`src/rtl/debug_entry_ctrl_pkg.sv`:
```
// Shared debug definitions: the debug module's address map, dcsr.cause codes
// and the hart-side debug controller state type.
package debug_entry_ctrl_pkg;

  localparam logic [63:0] HaltAddress      = 64'h800;
  localparam logic [63:0] ResumeAddress    = HaltAddress + 64'h4;
  localparam logic [63:0] ExceptionAddress = HaltAddress + 64'h8;

  localparam logic [2:0] CauseNone       = 3'h0;
  localparam logic [2:0] CauseBreakpoint = 3'h1;
  localparam logic [2:0] CauseTrigger    = 3'h2;
  localparam logic [2:0] CauseRequest    = 3'h3;
  localparam logic [2:0] CauseSingleStep = 3'h4;

  typedef enum logic [2:0] {
    RUN,
    STEP,
    DRAIN,
    ENTER,
    DEBUG
  } dbg_state_e;

endpackage

```
`src/rtl/debug_cause_prio.sv`:
```
// Debug entry cause priority encoder: trigger > ebreak > haltreq > step.
// sync_o flags events tied to a retiring instruction (no drain needed).
module debug_cause_prio
  import debug_entry_ctrl_pkg::*;
(
  input  logic       i_trigger,
  input  logic       i_ebreak,
  input  logic       i_haltreq,
  input  logic       i_step,
  output logic [2:0] o_cause,
  output logic       o_sync
);

  always_comb begin
    o_cause = CauseNone;
    if (i_trigger)      o_cause = CauseTrigger;
    else if (i_ebreak)  o_cause = CauseBreakpoint;
    else if (i_haltreq) o_cause = CauseRequest;
    else if (i_step)    o_cause = CauseSingleStep;
  end

  assign o_sync = i_trigger | i_ebreak;

endmodule

```
`src/rtl/debug_entry_ctrl.sv`:
```
// Hart-side debug entry/exit controller: prioritises entry causes, drains the
// pipeline, writes dpc/dcsr.cause and redirects fetch into and out of debug mode.
module debug_entry_ctrl
  import debug_entry_ctrl_pkg::*;
#(
  parameter int unsigned      XLEN          = 64,
  parameter logic [XLEN-1:0]  HaltAddr      = XLEN'(HaltAddress),
  parameter logic [XLEN-1:0]  ExceptionAddr = XLEN'(ExceptionAddress)
) (
  input  logic            clk_i,
  input  logic            rst_ni,
  input  logic            debug_req_i,
  input  logic            commit_valid_i,
  input  logic [XLEN-1:0] commit_pc_i,
  input  logic [XLEN-1:0] next_pc_i,
  input  logic            ebreak_i,
  input  logic            trigger_i,
  input  logic            step_i,
  input  logic            pipe_empty_i,
  input  logic            dret_i,
  input  logic            dbg_exception_i,
  input  logic [XLEN-1:0] dpc_i,
  output logic            halt_o,
  output logic            flush_o,
  output logic            set_pc_o,
  output logic [XLEN-1:0] pc_o,
  output logic            debug_mode_o,
  output logic            dpc_we_o,
  output logic [XLEN-1:0] dpc_o,
  output logic            cause_we_o,
  output logic [2:0]      cause_o
);

  dbg_state_e      r_state;
  dbg_state_e      w_state_next;
  logic [XLEN-1:0] r_dpc, w_dpc_next;
  logic [2:0]      r_cause, w_cause_next;
  logic [XLEN-1:0] r_last_npc;
  logic            r_debug_mode;

  logic       w_commit_trig, w_commit_ebrk, w_step_commit;
  logic [2:0] w_cause;
  logic       w_sync;

  assign w_commit_trig = commit_valid_i & trigger_i;
  assign w_commit_ebrk = commit_valid_i & ebreak_i;
  assign w_step_commit = (r_state == STEP) & commit_valid_i;

  debug_cause_prio u_prio (
    .i_trigger (w_commit_trig),
    .i_ebreak  (w_commit_ebrk),
    .i_haltreq (debug_req_i),
    .i_step    (w_step_commit),
    .o_cause   (w_cause),
    .o_sync    (w_sync)
  );

  always_comb begin
    w_state_next = r_state;
    w_dpc_next   = r_dpc;
    w_cause_next = r_cause;
    halt_o       = 1'b0;
    flush_o      = 1'b0;
    set_pc_o     = 1'b0;
    pc_o         = '0;
    dpc_we_o     = 1'b0;
    dpc_o        = '0;
    cause_we_o   = 1'b0;
    cause_o      = CauseNone;

    case (r_state)
      RUN: begin
        if (w_sync) begin
          w_dpc_next   = commit_pc_i;
          w_cause_next = w_cause;
          w_state_next = ENTER;
        end else if (debug_req_i) begin
          w_cause_next = w_cause;
          w_state_next = DRAIN;
        end
      end
      STEP: begin
        // Stop fetching as soon as the single stepped instruction retires.
        halt_o = commit_valid_i;
        if (w_sync) begin
          w_dpc_next   = commit_pc_i;
          w_cause_next = w_cause;
          w_state_next = ENTER;
        end else if (commit_valid_i || debug_req_i) begin
          w_cause_next = w_cause;
          w_state_next = DRAIN;
        end
      end
      DRAIN: begin
        halt_o = 1'b1;
        if (w_sync) begin
          w_dpc_next   = commit_pc_i;
          w_cause_next = w_cause;
          w_state_next = ENTER;
        end else if (pipe_empty_i) begin
          w_dpc_next   = commit_valid_i ? next_pc_i : r_last_npc;
          w_state_next = ENTER;
        end
      end
      ENTER: begin
        flush_o      = 1'b1;
        set_pc_o     = 1'b1;
        pc_o         = HaltAddr;
        dpc_we_o     = 1'b1;
        dpc_o        = r_dpc;
        cause_we_o   = 1'b1;
        cause_o      = r_cause;
        w_state_next = DEBUG;
      end
      DEBUG: begin
        if (dbg_exception_i) begin
          flush_o  = 1'b1;
          set_pc_o = 1'b1;
          pc_o     = ExceptionAddr;
        end else if (dret_i) begin
          flush_o      = 1'b1;
          set_pc_o     = 1'b1;
          pc_o         = dpc_i;
          w_state_next = step_i ? STEP : RUN;
        end
      end
      default: w_state_next = RUN;
    endcase
  end

  always_ff @(posedge clk_i or negedge rst_ni) begin
    if (!rst_ni) begin
      r_state      <= RUN;
      r_dpc        <= '0;
      r_cause      <= CauseNone;
      r_last_npc   <= '0;
      r_debug_mode <= 1'b0;
    end else begin
      r_state      <= w_state_next;
      r_dpc        <= w_dpc_next;
      r_cause      <= w_cause_next;
      r_debug_mode <= (w_state_next == DEBUG);
      if (commit_valid_i && !w_sync) r_last_npc <= next_pc_i;
    end
  end

  assign debug_mode_o = r_debug_mode;

endmodule

```
`config.mk`:
```
export PLATFORM = sky130hd
export DESIGN_NAME = debug_entry_ctrl
export DESIGN_NICKNAME = d
export VERILOG_FILES = /design/src/rtl/debug_entry_ctrl_pkg.sv /design/src/rtl/debug_cause_prio.sv /design/src/rtl/debug_entry_ctrl.sv
export SDC_FILE = /design/constraint.sdc
export NUM_CORES = 1
export LEC_CHECK = 0
export ABC_CLOCK_PERIOD_IN_PS = 1500
export CAP_MARGIN = 15
export CORE_MARGIN = 2
export CORE_UTILIZATION = 38
export DETAILED_ROUTE_END_ITERATION = 10
export PLACE_DENSITY = 0.78
export SLEW_MARGIN = 25
export SYNTH_ARGS = -nofsm -noshare
export SYNTH_HDL_FRONTEND = slang
export SYNTH_SLANG_ARGS = --single-unit
```
`constraint.sdc`:
```
create_clock -name clk_i -period 1.5 [get_ports clk_i]
set_input_delay 0.15 -clock clk_i [delete_from_list [all_inputs] [get_ports clk_i]]
set_output_delay 0.15 -clock clk_i [all_outputs]
set_load 0.01 [all_outputs]
```
==> flow_results.xml, run 1 <==
<?xml version="1.0" encoding="UTF-8"?>
<metrics>
  <group name="run_status">
    <metric name="outcome" unit="">finished with violations</metric>
    <metric name="violations" unit="">setup timing</metric>
  </group>
  <group name="worst_setup_path">
    <metric name="end_kind" unit="">output port</metric>
    <metric name="timing.rr.start" unit="">r_state[1]</metric>
    <metric name="critPathSlowestCell" unit="">sky130_fd_sc_hd__dfrtp_2</metric>
    <metric name="worst-path-buf-inv" unit="">3</metric>
    <metric name="reg2reg_depth" unit="">7</metric>
    <metric name="critical_path.top_delay_family" unit="">simple AND/OR/NAND/NOR gates</metric>
    <metric name="timing.reg2reg.setup_slack" unit="ns">-0.41</metric>
    <metric name="r2r_end" unit="">r_dpc[3]</metric>
    <metric name="startpoint_type" unit="">flip-flop</metric>
    <metric name="timing.critical_path.required" unit="ns">1.35</metric>
    <metric name="critPathKind" unit="">reg -&gt; out</metric>
    <metric name="timing.critical_path.slowest_cell_delay" unit="ns">0.45</metric>
    <metric name="arrival" unit="ns">1.86</metric>
    <metric name="worstSetupStartpoint" unit="">r_state[0]</metric>
    <metric name="crit_path_max_fanout" unit="">8</metric>
    <metric name="timing.critical_path.cells" unit="">nor2_4 -&gt; and3_4 -&gt; buf_12 -&gt; clkbuf_16 -&gt; and2_4 -&gt; buf_6</metric>
  </group>
  <group name="timing">
    <metric name="worst_slew_margin_rel" unit="%">72.63</metric>
    <metric name="final.period_utilization" unit="%">134.2</metric>
    <metric name="rsz_0062_raised_after_global_routing" unit="">yes</metric>
    <metric name="max_clock_freq" unit="MHz">496.7</metric>
    <metric name="worst_hold_slack" unit="ns">0.2248</metric>
    <metric name="finClkSkew" unit="ns">0.01098</metric>
    <metric name="finalSetupViolations" unit="">203</metric>
    <metric name="final_critical_path_required_period" unit="ns">2.013</metric>
    <metric name="tns_setup" unit="ns">-78.48</metric>
    <metric name="timing_worst_slew_pin_value" unit="ns">0.4106</metric>
    <metric name="maxSlewViolCount" unit="">0</metric>
    <metric name="timing.final.ws_setup" unit="ns">-0.5134</metric>
    <metric name="finalHoldViolCount" unit="">0</metric>
  </group>
  <group name="power">
    <metric name="power.ir.vdd_worst" unit="mV">1.145</metric>
    <metric name="p_leak" unit="nW">6.399</metric>
    <metric name="power_per_cell_area" unit="nW/µm²">1619</metric>
  </group>
  <group name="routing">
    <metric name="wl_per_cell" unit="µm">20.32</metric>
    <metric name="num_vias" unit="">8319</metric>
    <metric name="via_per_inst" unit="">5.235</metric>
    <metric name="ant_nets" unit="">0</metric>
    <metric name="postRouteWirelength" unit="µm">32280</metric>
    <metric name="drt-pass1-iter-count" unit="">5</metric>
    <metric name="drt-initial-drc-count" unit="">535</metric>
    <metric name="route.detailed.drc" unit="">0</metric>
  </group>
  <group name="cells_and_area">
    <metric name="layout.cells.most_common" unit="">sky130_fd_sc_hd__nand2_1</metric>
    <metric name="drive_gt1_share" unit="%">32.50</metric>
    <metric name="most_used_cells_in_the_layout_excluding_fill_and_tap_cells" unit="">259 x sky130_fd_sc_hd__nand2_1, 200 x sky130_fd_sc_hd__clkdlybuf4s50_1, 135 x sky130_fd_sc_hd__buf_6</metric>
    <metric name="layout-area-overhead-vs-synth" unit="%">86.08</metric>
    <metric name="utilization" unit="%">72.72</metric>
    <metric name="design.final.nets" unit="">1515</metric>
    <metric name="fillers" unit="">1271</metric>
  </group>
  <group name="clocking">
    <metric name="clk_buf_depth" unit="">2</metric>
    <metric name="cts_htree_levels" unit="">4</metric>
    <metric name="cts_root_buf" unit="">sky130_fd_sc_hd__clkbuf_16</metric>
    <metric name="clock_latency" unit="ns">0.42</metric>
    <metric name="clkTransAtPathRegs" unit="ns">0.06</metric>
    <metric name="tritoncts.num_buffers" unit="">17</metric>
    <metric name="clock_sinks" unit="">135</metric>
    <metric name="tritoncts" unit="">yes</metric>
  </group>
  <group name="hold_path">
    <metric name="min-delay-path-class" unit="">in -&gt; async</metric>
  </group>
  <group name="synthesis">
    <metric name="yosys.area.top_type" unit="">sky130_fd_sc_hd__dfrtp_1</metric>
    <metric name="cells_after_synthesis" unit="">895</metric>
    <metric name="syn-cell-area" unit="µm²">7360</metric>
    <metric name="synth_top_area_share" unit="%">45.90</metric>
    <metric name="yosysSeqAreaShare" unit="%">45.90</metric>
    <metric name="ys.warnings.count" unit="">0</metric>
    <metric name="netlist-cell-type-count" unit="">31</metric>
    <metric name="mappedNetlistNets" unit="">1097</metric>
    <metric name="synth.area.top_cells" unit="">sky130_fd_sc_hd__dfrtp_1 46%, sky130_fd_sc_hd__nand2_1 13%, sky130_fd_sc_hd__a21o_1 6.5%</metric>
    <metric name="syn_area_per_cell" unit="µm²">8.223</metric>
    <metric name="synth_seq_cells" unit="">135</metric>
  </group>
  <group name="grt">
    <metric name="grt_remaining_overflow" unit="">0</metric>
    <metric name="grt_start_max_net_pins" unit="">43</metric>
    <metric name="grt_pass1_wl" unit="µm">43370</metric>
    <metric name="number_of_antenna_violations_at_the_first_check_in_global_routing" unit="">2</metric>
    <metric name="first_global_vias" unit="">7742</metric>
    <metric name="gr-usage-all-layers" unit="%">27.52</metric>
  </group>
  <group name="floorplanning">
    <metric name="design.core.area" unit="µm²">18830</metric>
    <metric name="die_w" unit="µm">143.2</metric>
    <metric name="num_io_pins" unit="">339</metric>
    <metric name="floorplan.initialDensity" unit="%">39.08</metric>
    <metric name="floorplan.rows" unit="">50</metric>
    <metric name="design.die.area" unit="µm²">20500</metric>
    <metric name="die-height" unit="µm">143.2</metric>
  </group>
  <group name="placement">
    <metric name="io_buffers" unit="">338</metric>
    <metric name="globalplace.congestion" unit="">0.8125</metric>
    <metric name="dpl_wire_length" unit="µm">18310</metric>
  </group>
  <group name="run">
    <metric name="drv.max_cap_violation_count" unit="">0</metric>
  </group>
</metrics>
## cells in the mapped netlist (all sizes together)
cell type	count
nand2b	65
inv	2
a22oi	1
nor3b	1
and2	62
a22o	1
nand2	264
nor2b	1
a311oi	1
o2bb2ai	1
a31oi	64
o21ai	5
mux2	2
and2b	1
or3b	2
nor2	71
buf	36
a221oi	1
o21bai	1
dfrtp	135
nand3b	1
o31a	1
clkbuf	38
a21oi	5
and3	68
a21o	64
o21a	1
## area by class of cell
class / count / area (µm²) / area share, %
Sequential cell: 135 / 3381 / 24.69
Tap cell: 260 / 325.3 / 2.376
Antenna cell: 3 / 7.507 / 0.05482
Clock inverter: 12 / 246.5 / 1.800
Multi-Input combinational cell: 684 / 4030 / 29.43
Inverter: 2 / 7.507 / 0.05482
Timing Repair Buffer: 473 / 5250 / 38.34
Clock buffer: 20 / 446.7 / 3.262
## power by group
part / switching [mW] / total, mW / internal, mW
logic: 5.37 / 11.5 / 6.16
registers: 0.744 / 5.65 / 4.90
clock network: 1.65 / 4.99 / 3.34
total: 7.77 / 22.2 / 14.4
## flip-flops by register name (all words and copies together), names as in the netlist
signal        count
r_dpc            64
r_last_npc       64
r_cause           3
r_state           3
debug_mode_o      1
## metal layers
metal,vias to the layer above,share of wire [%],global-route usage [%]
met5,-,0,0
met4,0,2.5,8.963
met3,60,9.0,7.176
met2,434,47,41.83
met1,4038,41,38.25
li1,3787,-,-
## cells by family after synthesis
group | Yosys count | synth area share [%]
AO/OA/AOI/OAI | 146 | 13.69
AND/OR/NAND/NOR | 536 | 34.39
multiplexers | 2 | 0.3060
buffers and inverters | 76 | 5.712
flip-flops | 135 | 45.90
## how the worst max path moves through the flow
stage	to	slack (ns)	cells after the start
after floorplan	pc_o[11]	-0.05	5
after global routing	dpc_o[35]	-0.55	6
after global placement	pc_o[53]	-0.62	6
after detailed placement	pc_o[40]	-0.67	6
after CTS	pc_o[27]	-0.46	6
final	pc_o[17]	-0.51	6
## through the flow
stage | instance area, µm² | cells | setup slack, ns | total power, mW
6_report | 13690 | 1589 | -0.5134 | 22.17
3_5_place_dp | 11540 | 1505 | -0.6723 | 13.55
5_1_grt | 13690 | 1588 | -0.5471 | 23.17
4_1_cts | 12450 | 1561 | -0.4626 | 19.83
3_3_place_gp | 11540 | 1505 | -0.6221 | 13.38
2_1_floorplan | 7382 | 895 | -0.04632 | 9.879
## what timing repair did
action                                 CTS  global route
resized for setup                      613           222
setup endpoints to repair              200           204
setup buffers                           15            10
pin swaps                               13            64
hold buffers                             1             0
endpoints found under the hold margin   61             0
gates cloned                             8            18
No activity file was read; power rests on OpenSTA's default activity.
==> run 2, diff against run 1 <==
Settings changed: ABC_CLOCK_PERIOD_IN_PS 1500 to 2600, CORE_UTILIZATION 38 to 35, CTS_BUF_LIST from default to sky130_fd_sc_hd__clkbuf_8, PLACE_DENSITY 0.78 to 0.7.
Clock period 1.5 ns to 2.6 ns, I/O delays scaled along.
==> run 2 against run 1 <==
Cell area down 16%. The flow now finishes without violations. Global-route usage down 5.1 points. Routed wire length down 22%. Largest cell class unchanged. Non-clock buffer count down 116. Critical endpoint is now pc_o[6].
==> flow_results.xml, run 2 (same netlist as run 1, synthesis figures left out) <==
<?xml version="1.0" encoding="UTF-8"?>
<metrics>
  <group name="timing">
    <metric name="finClkSkew" unit="ns">0.01402</metric>
    <metric name="timing_worst_slew_pin_value" unit="ns">0.7692</metric>
    <metric name="worst_hold_slack" unit="ns">0.3554</metric>
    <metric name="finalSetupViolations" unit="">0</metric>
    <metric name="worst_slew_margin_rel" unit="%">48.72</metric>
    <metric name="final.period_utilization" unit="%">95.43</metric>
    <metric name="finalHoldViolCount" unit="">0</metric>
    <metric name="final_critical_path_required_period" unit="ns">2.481</metric>
    <metric name="max_clock_freq" unit="MHz">403.0</metric>
    <metric name="timing.final.ws_setup" unit="ns">0.1189</metric>
    <metric name="maxSlewViolCount" unit="">0</metric>
  </group>
  <group name="hold_path">
    <metric name="min_delay_path_depth" unit="">3</metric>
    <metric name="hold-path-endpoint" unit="">r_cause[2]</metric>
    <metric name="holdCritStartpoint" unit="">commit_valid_i</metric>
    <metric name="min-delay-path-class" unit="">in -&gt; reg</metric>
  </group>
  <group name="placement">
    <metric name="dpl_wire_length" unit="µm">16750</metric>
    <metric name="globalplace.congestion" unit="">0.8368</metric>
    <metric name="io_buffers" unit="">338</metric>
    <metric name="place_ws" unit="ns">0.1662</metric>
  </group>
  <group name="routing">
    <metric name="drt-pass1-iter-count" unit="">4</metric>
    <metric name="num_vias" unit="">7231</metric>
    <metric name="route.detailed.drc" unit="">0</metric>
    <metric name="ant_nets" unit="">0</metric>
    <metric name="wl_per_cell" unit="µm">16.93</metric>
    <metric name="drt-initial-drc-count" unit="">323</metric>
    <metric name="postRouteWirelength" unit="µm">25140</metric>
    <metric name="via_per_inst" unit="">4.869</metric>
  </group>
  <group name="cells_and_area">
    <metric name="layout-area-overhead-vs-synth" unit="%">55.46</metric>
    <metric name="utilization" unit="%">54.95</metric>
    <metric name="reg.largest.list" unit="">r_dpc x64, r_last_npc x64</metric>
    <metric name="layout.cells.most_common" unit="">sky130_fd_sc_hd__clkdlybuf4s50_1</metric>
    <metric name="design.final.nets" unit="">1399</metric>
    <metric name="most_used_cells_in_the_layout_excluding_fill_and_tap_cells" unit="">336 x sky130_fd_sc_hd__clkdlybuf4s50_1, 263 x sky130_fd_sc_hd__nand2_1, 133 x sky130_fd_sc_hd__dfrtp_1</metric>
    <metric name="antenna_cells_inserted" unit="">0</metric>
    <metric name="drive_gt1_share" unit="%">5.455</metric>
  </group>
  <group name="worst_setup_path">
    <metric name="timing.critical_path.cells" unit="">nor2_2 -&gt; and3_4 -&gt; clkbuf_16 -&gt; and2_1 -&gt; clkdlybuf4s50_1</metric>
    <metric name="crit_path_max_fanout" unit="">31</metric>
    <metric name="critPathKind" unit="">reg -&gt; out</metric>
    <metric name="end_kind" unit="">output port</metric>
    <metric name="timing.critical_path.required" unit="ns">2.34</metric>
    <metric name="timing.critical_path.slowest_cell_delay" unit="ns">0.54</metric>
    <metric name="reg2reg_depth" unit="">6</metric>
    <metric name="timing.rr.start" unit="">r_state[1]</metric>
    <metric name="arrival" unit="ns">2.22</metric>
    <metric name="critPathSlowestCell" unit="">sky130_fd_sc_hd__clkdlybuf4s50_1</metric>
    <metric name="startpoint_type" unit="">flip-flop</metric>
    <metric name="r2r_end" unit="">r_dpc[6]</metric>
    <metric name="timing.reg2reg.setup_slack" unit="ns">0.48</metric>
  </group>
  <group name="power">
    <metric name="pwr-share-clk" unit="%">21.3</metric>
    <metric name="total_power" unit="mW">9.555</metric>
    <metric name="p_leak" unit="nW">5.140</metric>
    <metric name="power_per_cell_area" unit="nW/µm²">835.1</metric>
    <metric name="power.share.switching" unit="%">36.79</metric>
    <metric name="p_int" unit="mW">6.040</metric>
    <metric name="combPwrFrac" unit="%">45.5</metric>
    <metric name="pwr-share-seq" unit="%">33.2</metric>
    <metric name="sw_pwr" unit="mW">3.515</metric>
    <metric name="power.ir.vdd_worst" unit="mV">0.5370</metric>
  </group>
  <group name="run_status">
    <metric name="outcome" unit="">completed</metric>
  </group>
  <group name="grt">
    <metric name="grt_pass1_wl" unit="µm">39040</metric>
    <metric name="grt_remaining_overflow" unit="">0</metric>
    <metric name="number_of_antenna_violations_at_the_first_check_in_global_routing" unit="">2</metric>
    <metric name="first_global_vias" unit="">7180</metric>
    <metric name="grt_start_max_net_pins" unit="">77</metric>
    <metric name="gr-usage-all-layers" unit="%">22.39</metric>
  </group>
  <group name="clocking">
    <metric name="clock_sinks" unit="">135</metric>
    <metric name="clock_latency" unit="ns">0.44</metric>
    <metric name="clk_buf_depth" unit="">2</metric>
    <metric name="cts_htree_levels" unit="">4</metric>
    <metric name="cts_root_buf" unit="">sky130_fd_sc_hd__clkbuf_8</metric>
    <metric name="clkTransAtPathRegs" unit="ns">0.08</metric>
    <metric name="tritoncts" unit="">yes</metric>
    <metric name="tritoncts.num_buffers" unit="">17</metric>
  </group>
  <group name="run">
    <metric name="drv.max_cap_violation_count" unit="">0</metric>
  </group>
  <group name="floorplanning">
    <metric name="design.die.area" unit="µm²">22200</metric>
    <metric name="floorplan.initialDensity" unit="%">35.34</metric>
    <metric name="die-height" unit="µm">149.0</metric>
    <metric name="num_io_pins" unit="">339</metric>
    <metric name="floorplan.rows" unit="">53</metric>
    <metric name="design.core.area" unit="µm²">20820</metric>
    <metric name="die_w" unit="µm">149.0</metric>
  </group>
</metrics>
[run 2: critical path, delay by kind of cell (launching register included)]
family        cells  cell delay [ns]
buf+inv           2             0.74
flops             1             0.47
simple gates      3             0.57
[run 2: how the worst max path moves through the flow]
stage                from          to  slack [ns]  cells after the start
2_1_floorplan  r_state[2]    pc_o[11]        0.84                      5
3_3_place_gp       dret_i    pc_o[60]        0.20                      6
3_5_place_dp       dret_i     pc_o[2]        0.17                      6
4_1_cts        r_state[0]  cause_o[0]        0.03                      4
5_1_grt        r_state[1]     pc_o[2]       -0.01                      5
6_report       r_state[1]     pc_o[6]        0.12                      5
[run 2: layout make-up]
class                      instances  area, µm²
multi-input combinational        684       3596
clock buffer                      17      234.0
timing repair buffer             357       3655
tap                              275      344.1
sequential                       135       3381
fill                            1963       9382
clock inverter                    15      224.0
inverter                           2      7.507
[run 2: routing by layer]
layer / vias to the layer above / wire length (µm) / track usage [%]
li1: 3529 / - / -
met1: 3456 / 11650 / 30.30
met2: 229 / 11690 / 36.34
met3: 15 / 1607 / 6.239
met4: 2 / 174 / 4.095
met5: - / 13 / 0
[run 2: what timing repair did]
action                                  CTS  global route
hold endpoints to repair                 68             0
gates cloned                              0             2
buffers inserted                          0             1
hold buffers                              1             0
gates resized for setup                   4             4
endpoints found under the setup margin  104            67
[run 2: power groups by stage]
stage	Combinational (mW)	Sequential (mW)	Clock [mW]
after CTS	4.28	3.17	2.09
after global routing	4.79	3.26	2.20
final	4.35	3.17	2.04
after floorplan	2.58	3.10	0
after global placement	4.22	3.17	0
after detailed placement	4.25	3.21	0
[run 2: stage by stage]
step	TNS [ns]	cells	area, µm²
4_1_cts	0	1482	11370
6_report	0	1485	11440
3_5_place_dp	0	1449	10900
3_3_place_gp	0	1449	10900
5_1_grt	-0.04424	1485	11440
2_1_floorplan	0	895	7360
==> run 3, diff against run 2 <==
Settings changed: ABC_AREA from default to 1, PLACE_DENSITY 0.7 to 0.67.
==> run 3 against run 2 <==
Setup slack got worse by 0.0039 ns. Clock power fell by 15%. Cell area is 8.9% higher. Cell count up 31%.
==> flow_results.xml, run 3 <==
<?xml version="1.0" encoding="UTF-8"?>
<metrics>
  <group name="power">
    <metric name="total_power" unit="mW">10.17</metric>
    <metric name="power_per_cell_area" unit="nW/µm²">816.3</metric>
    <metric name="power.ir.vdd_worst" unit="mV">0.4747</metric>
    <metric name="p_leak" unit="nW">6.838</metric>
  </group>
  <group name="floorplanning">
    <metric name="floorplan.rows" unit="">56</metric>
    <metric name="num_io_pins" unit="">339</metric>
    <metric name="die_w" unit="µm">157.7</metric>
    <metric name="die-height" unit="µm">157.7</metric>
    <metric name="design.core.area" unit="µm²">23330</metric>
    <metric name="design.die.area" unit="µm²">24860</metric>
    <metric name="floorplan.initialDensity" unit="%">35.42</metric>
  </group>
  <group name="synthesis">
    <metric name="synth_top_area_share" unit="%">40.87</metric>
    <metric name="ys.warnings.count" unit="">0</metric>
    <metric name="yosys.area.top_type" unit="">sky130_fd_sc_hd__dfrtp_1</metric>
    <metric name="synth.most_common_cell" unit="">sky130_fd_sc_hd__nand2_1</metric>
    <metric name="netlist-cell-type-count" unit="">17</metric>
    <metric name="syn_area_per_cell" unit="µm²">6.257</metric>
    <metric name="mappedNetlistNets" unit="">1523</metric>
    <metric name="synth_edf_count" unit="">0</metric>
    <metric name="most_used_dff_post_synth" unit="">sky130_fd_sc_hd__dfrtp_1</metric>
    <metric name="yosysSeqAreaShare" unit="%">40.87</metric>
    <metric name="synth_async_reset_ratio" unit="%">100.0</metric>
    <metric name="syn-cell-area" unit="µm²">8265</metric>
    <metric name="synth.area.top_cells" unit="">sky130_fd_sc_hd__dfrtp_1 41%, sky130_fd_sc_hd__nand2_1 24%, sky130_fd_sc_hd__nand3_1 12%</metric>
    <metric name="synth_seq_cells" unit="">135</metric>
    <metric name="synth.top_cells.by_count" unit="">537 x sky130_fd_sc_hd__nand2_1, 196 x sky130_fd_sc_hd__nand3_1, 138 x sky130_fd_sc_hd__inv_1</metric>
    <metric name="cells_after_synthesis" unit="">1321</metric>
  </group>
  <group name="clocking">
    <metric name="clk_buf_depth" unit="">2</metric>
    <metric name="clock_sinks" unit="">135</metric>
    <metric name="cts_htree_levels" unit="">4</metric>
    <metric name="tritoncts.num_buffers" unit="">17</metric>
    <metric name="cts_root_buf" unit="">sky130_fd_sc_hd__clkbuf_8</metric>
    <metric name="tritoncts" unit="">yes</metric>
    <metric name="clock_latency" unit="ns">0.44</metric>
    <metric name="clkTransAtPathRegs" unit="ns">0.08</metric>
  </group>
  <group name="timing">
    <metric name="worst_hold_slack" unit="ns">0.3210</metric>
    <metric name="worst_slew_margin_rel" unit="%">44.17</metric>
    <metric name="max_clock_freq" unit="MHz">402.4</metric>
    <metric name="maxSlewViolCount" unit="">0</metric>
    <metric name="finalHoldViolCount" unit="">0</metric>
    <metric name="tns_setup" unit="ns">0</metric>
    <metric name="final.period_utilization" unit="%">95.58</metric>
    <metric name="final_critical_path_required_period" unit="ns">2.485</metric>
    <metric name="finClkSkew" unit="ns">0.01189</metric>
    <metric name="rsz_0062_raised_after_global_routing" unit="">no</metric>
    <metric name="timing_worst_slew_pin_value" unit="ns">0.8374</metric>
    <metric name="finalSetupViolations" unit="">0</metric>
  </group>
  <group name="routing">
    <metric name="postRouteWirelength" unit="µm">31220</metric>
    <metric name="route.detailed.drc" unit="">0</metric>
    <metric name="drt-pass1-iter-count" unit="">5</metric>
    <metric name="num_vias" unit="">9331</metric>
    <metric name="ant_nets" unit="">0</metric>
    <metric name="via_per_inst" unit="">4.810</metric>
    <metric name="wl_per_cell" unit="µm">16.09</metric>
    <metric name="drt-initial-drc-count" unit="">619</metric>
  </group>
  <group name="worst_setup_path">
    <metric name="crit_path_max_fanout" unit="">32</metric>
    <metric name="arrival" unit="ns">2.22</metric>
    <metric name="critPathKind" unit="">reg -&gt; out</metric>
    <metric name="startpoint_type" unit="">flip-flop</metric>
    <metric name="timing.critical_path.required" unit="ns">2.34</metric>
    <metric name="timing.critical_path.cells" unit="">nor3_4 -&gt; buf_4 -&gt; buf_12 -&gt; nand2_1 -&gt; nor2_1 -&gt; clkdlybuf4s50_1</metric>
    <metric name="critPathSlowestCell" unit="">sky130_fd_sc_hd__clkdlybuf4s50_1</metric>
    <metric name="end_kind" unit="">output port</metric>
    <metric name="timing.critical_path.slowest_cell_delay" unit="ns">0.60</metric>
  </group>
  <group name="run_status">
    <metric name="outcome" unit="">completed</metric>
  </group>
  <group name="cells_and_area">
    <metric name="final-seq-area" unit="µm²">3381</metric>
    <metric name="design.final.nets" unit="">1810</metric>
    <metric name="layout-area-overhead-vs-synth" unit="%">50.79</metric>
    <metric name="drive_gt1_share" unit="%">4.688</metric>
    <metric name="finish.instance_area" unit="µm²">12460</metric>
    <metric name="area_taken_by_multi_input_logic_gates" unit="µm²">3965</metric>
    <metric name="layout.cells.most_common" unit="">sky130_fd_sc_hd__nand2_1</metric>
    <metric name="reg.largest.list" unit="">r_dpc x64, r_last_npc x64</metric>
    <metric name="fillers" unit="">2321</metric>
    <metric name="most_used_cells_in_the_layout_excluding_fill_and_tap_cells" unit="">533 x sky130_fd_sc_hd__nand2_1, 300 x sky130_fd_sc_hd__clkdlybuf4s50_1, 196 x sky130_fd_sc_hd__nand3_1</metric>
    <metric name="antenna_cells_inserted" unit="">0</metric>
  </group>
  <group name="grt">
    <metric name="number_of_antenna_violations_at_the_first_check_in_global_routing" unit="">0</metric>
    <metric name="gr-usage-all-layers" unit="%">24.64</metric>
    <metric name="grt_remaining_overflow" unit="">0</metric>
    <metric name="first_global_vias" unit="">8714</metric>
    <metric name="grt_pass1_wl" unit="µm">47530</metric>
    <metric name="grt_start_max_net_pins" unit="">86</metric>
  </group>
  <group name="placement">
    <metric name="postPlaceCellArea" unit="µm²">11920</metric>
    <metric name="dpl_wire_length" unit="µm">21300</metric>
    <metric name="globalplace.congestion" unit="">0.8673</metric>
    <metric name="io_buffers" unit="">338</metric>
  </group>
  <group name="hold_path">
    <metric name="min-delay-path-class" unit="">in -&gt; async</metric>
  </group>
  <group name="run">
    <metric name="drv.max_cap_violation_count" unit="">0</metric>
  </group>
</metrics>
run 3: area by class of cell:
class | count | area share [%]
Timing Repair Buffer | 366 | 30.51
Sequential cell | 135 | 27.13
Clock inverter | 14 | 1.094
Multi-Input combinational cell | 947 | 31.81
Inverter | 141 | 4.267
Clock buffer | 18 | 1.988
Tap cell | 319 | 3.202
run 3: metrics by stage:
step                      setup WS, ns  util (%)  instances
after global placement          0.3497     51.07       1904
after CTS                     0.007756     53.01       1940
after global routing          0.002151     53.42       1940
final                           0.1150     53.42       1940
after floorplan                 0.9817         -       1321
after detailed placement        0.3468     51.07       1904
run 3: what timing repair did:
item / CTS / global route
buffers inserted: 2 / 0
gates cloned: 1 / 0
resized for setup: 6 / 40
hold endpoints to repair: 45 / 0
pin swaps: 1 / 0
setup endpoints to repair: 26 / 81
hold buffers: 1 / 0
run 3: cell families after synthesis:
logic type	synth area share (%)
buffers and inverters	11.79
AO/OA/AOI/OAI	4.329
flip-flops	40.87
AND/OR/NAND/NOR	43.01
run 3: final timing paths:
path	startpoint	to	slack, ns	cells past startpoint
setup / recovery	r_state[1]	pc_o[54]	0.12	6
hold / removal	rst_ni	r_last_npc[57]	0.32	2
setup reg to reg	r_state[2]	r_dpc[0]	0.49	8
hold reg to reg	r_cause[1]	r_cause[1]	0.48	2
max in group asynchronous	rst_ni	r_dpc[30]	1.59	3
min in group clk_i	commit_valid_i	r_cause[0]	0.36	4
run 3: power breakdown:
group | switching, mW | internal (mW) | total, mW
registers | 0.249 | 2.81 | 3.06
logic | 3.20 | 2.18 | 5.37
clock network | 0.876 | 0.867 | 1.74
run 3: routing by layer:
layer	routed length [µm]	GRT usage, %	up-vias
met5	0	0	-
li1	-	-	4602
met3	2480	5.749	31
met2	15230	43.06	364
met4	571	6.580	0
met1	12940	30.47	4334
run 3: critical path, delay by kind of cell (launching register included):
family / cells / cell delay (ns)
flops: 1 / 0.45
simple gates: 3 / 0.37
buf+inv: 3 / 0.94
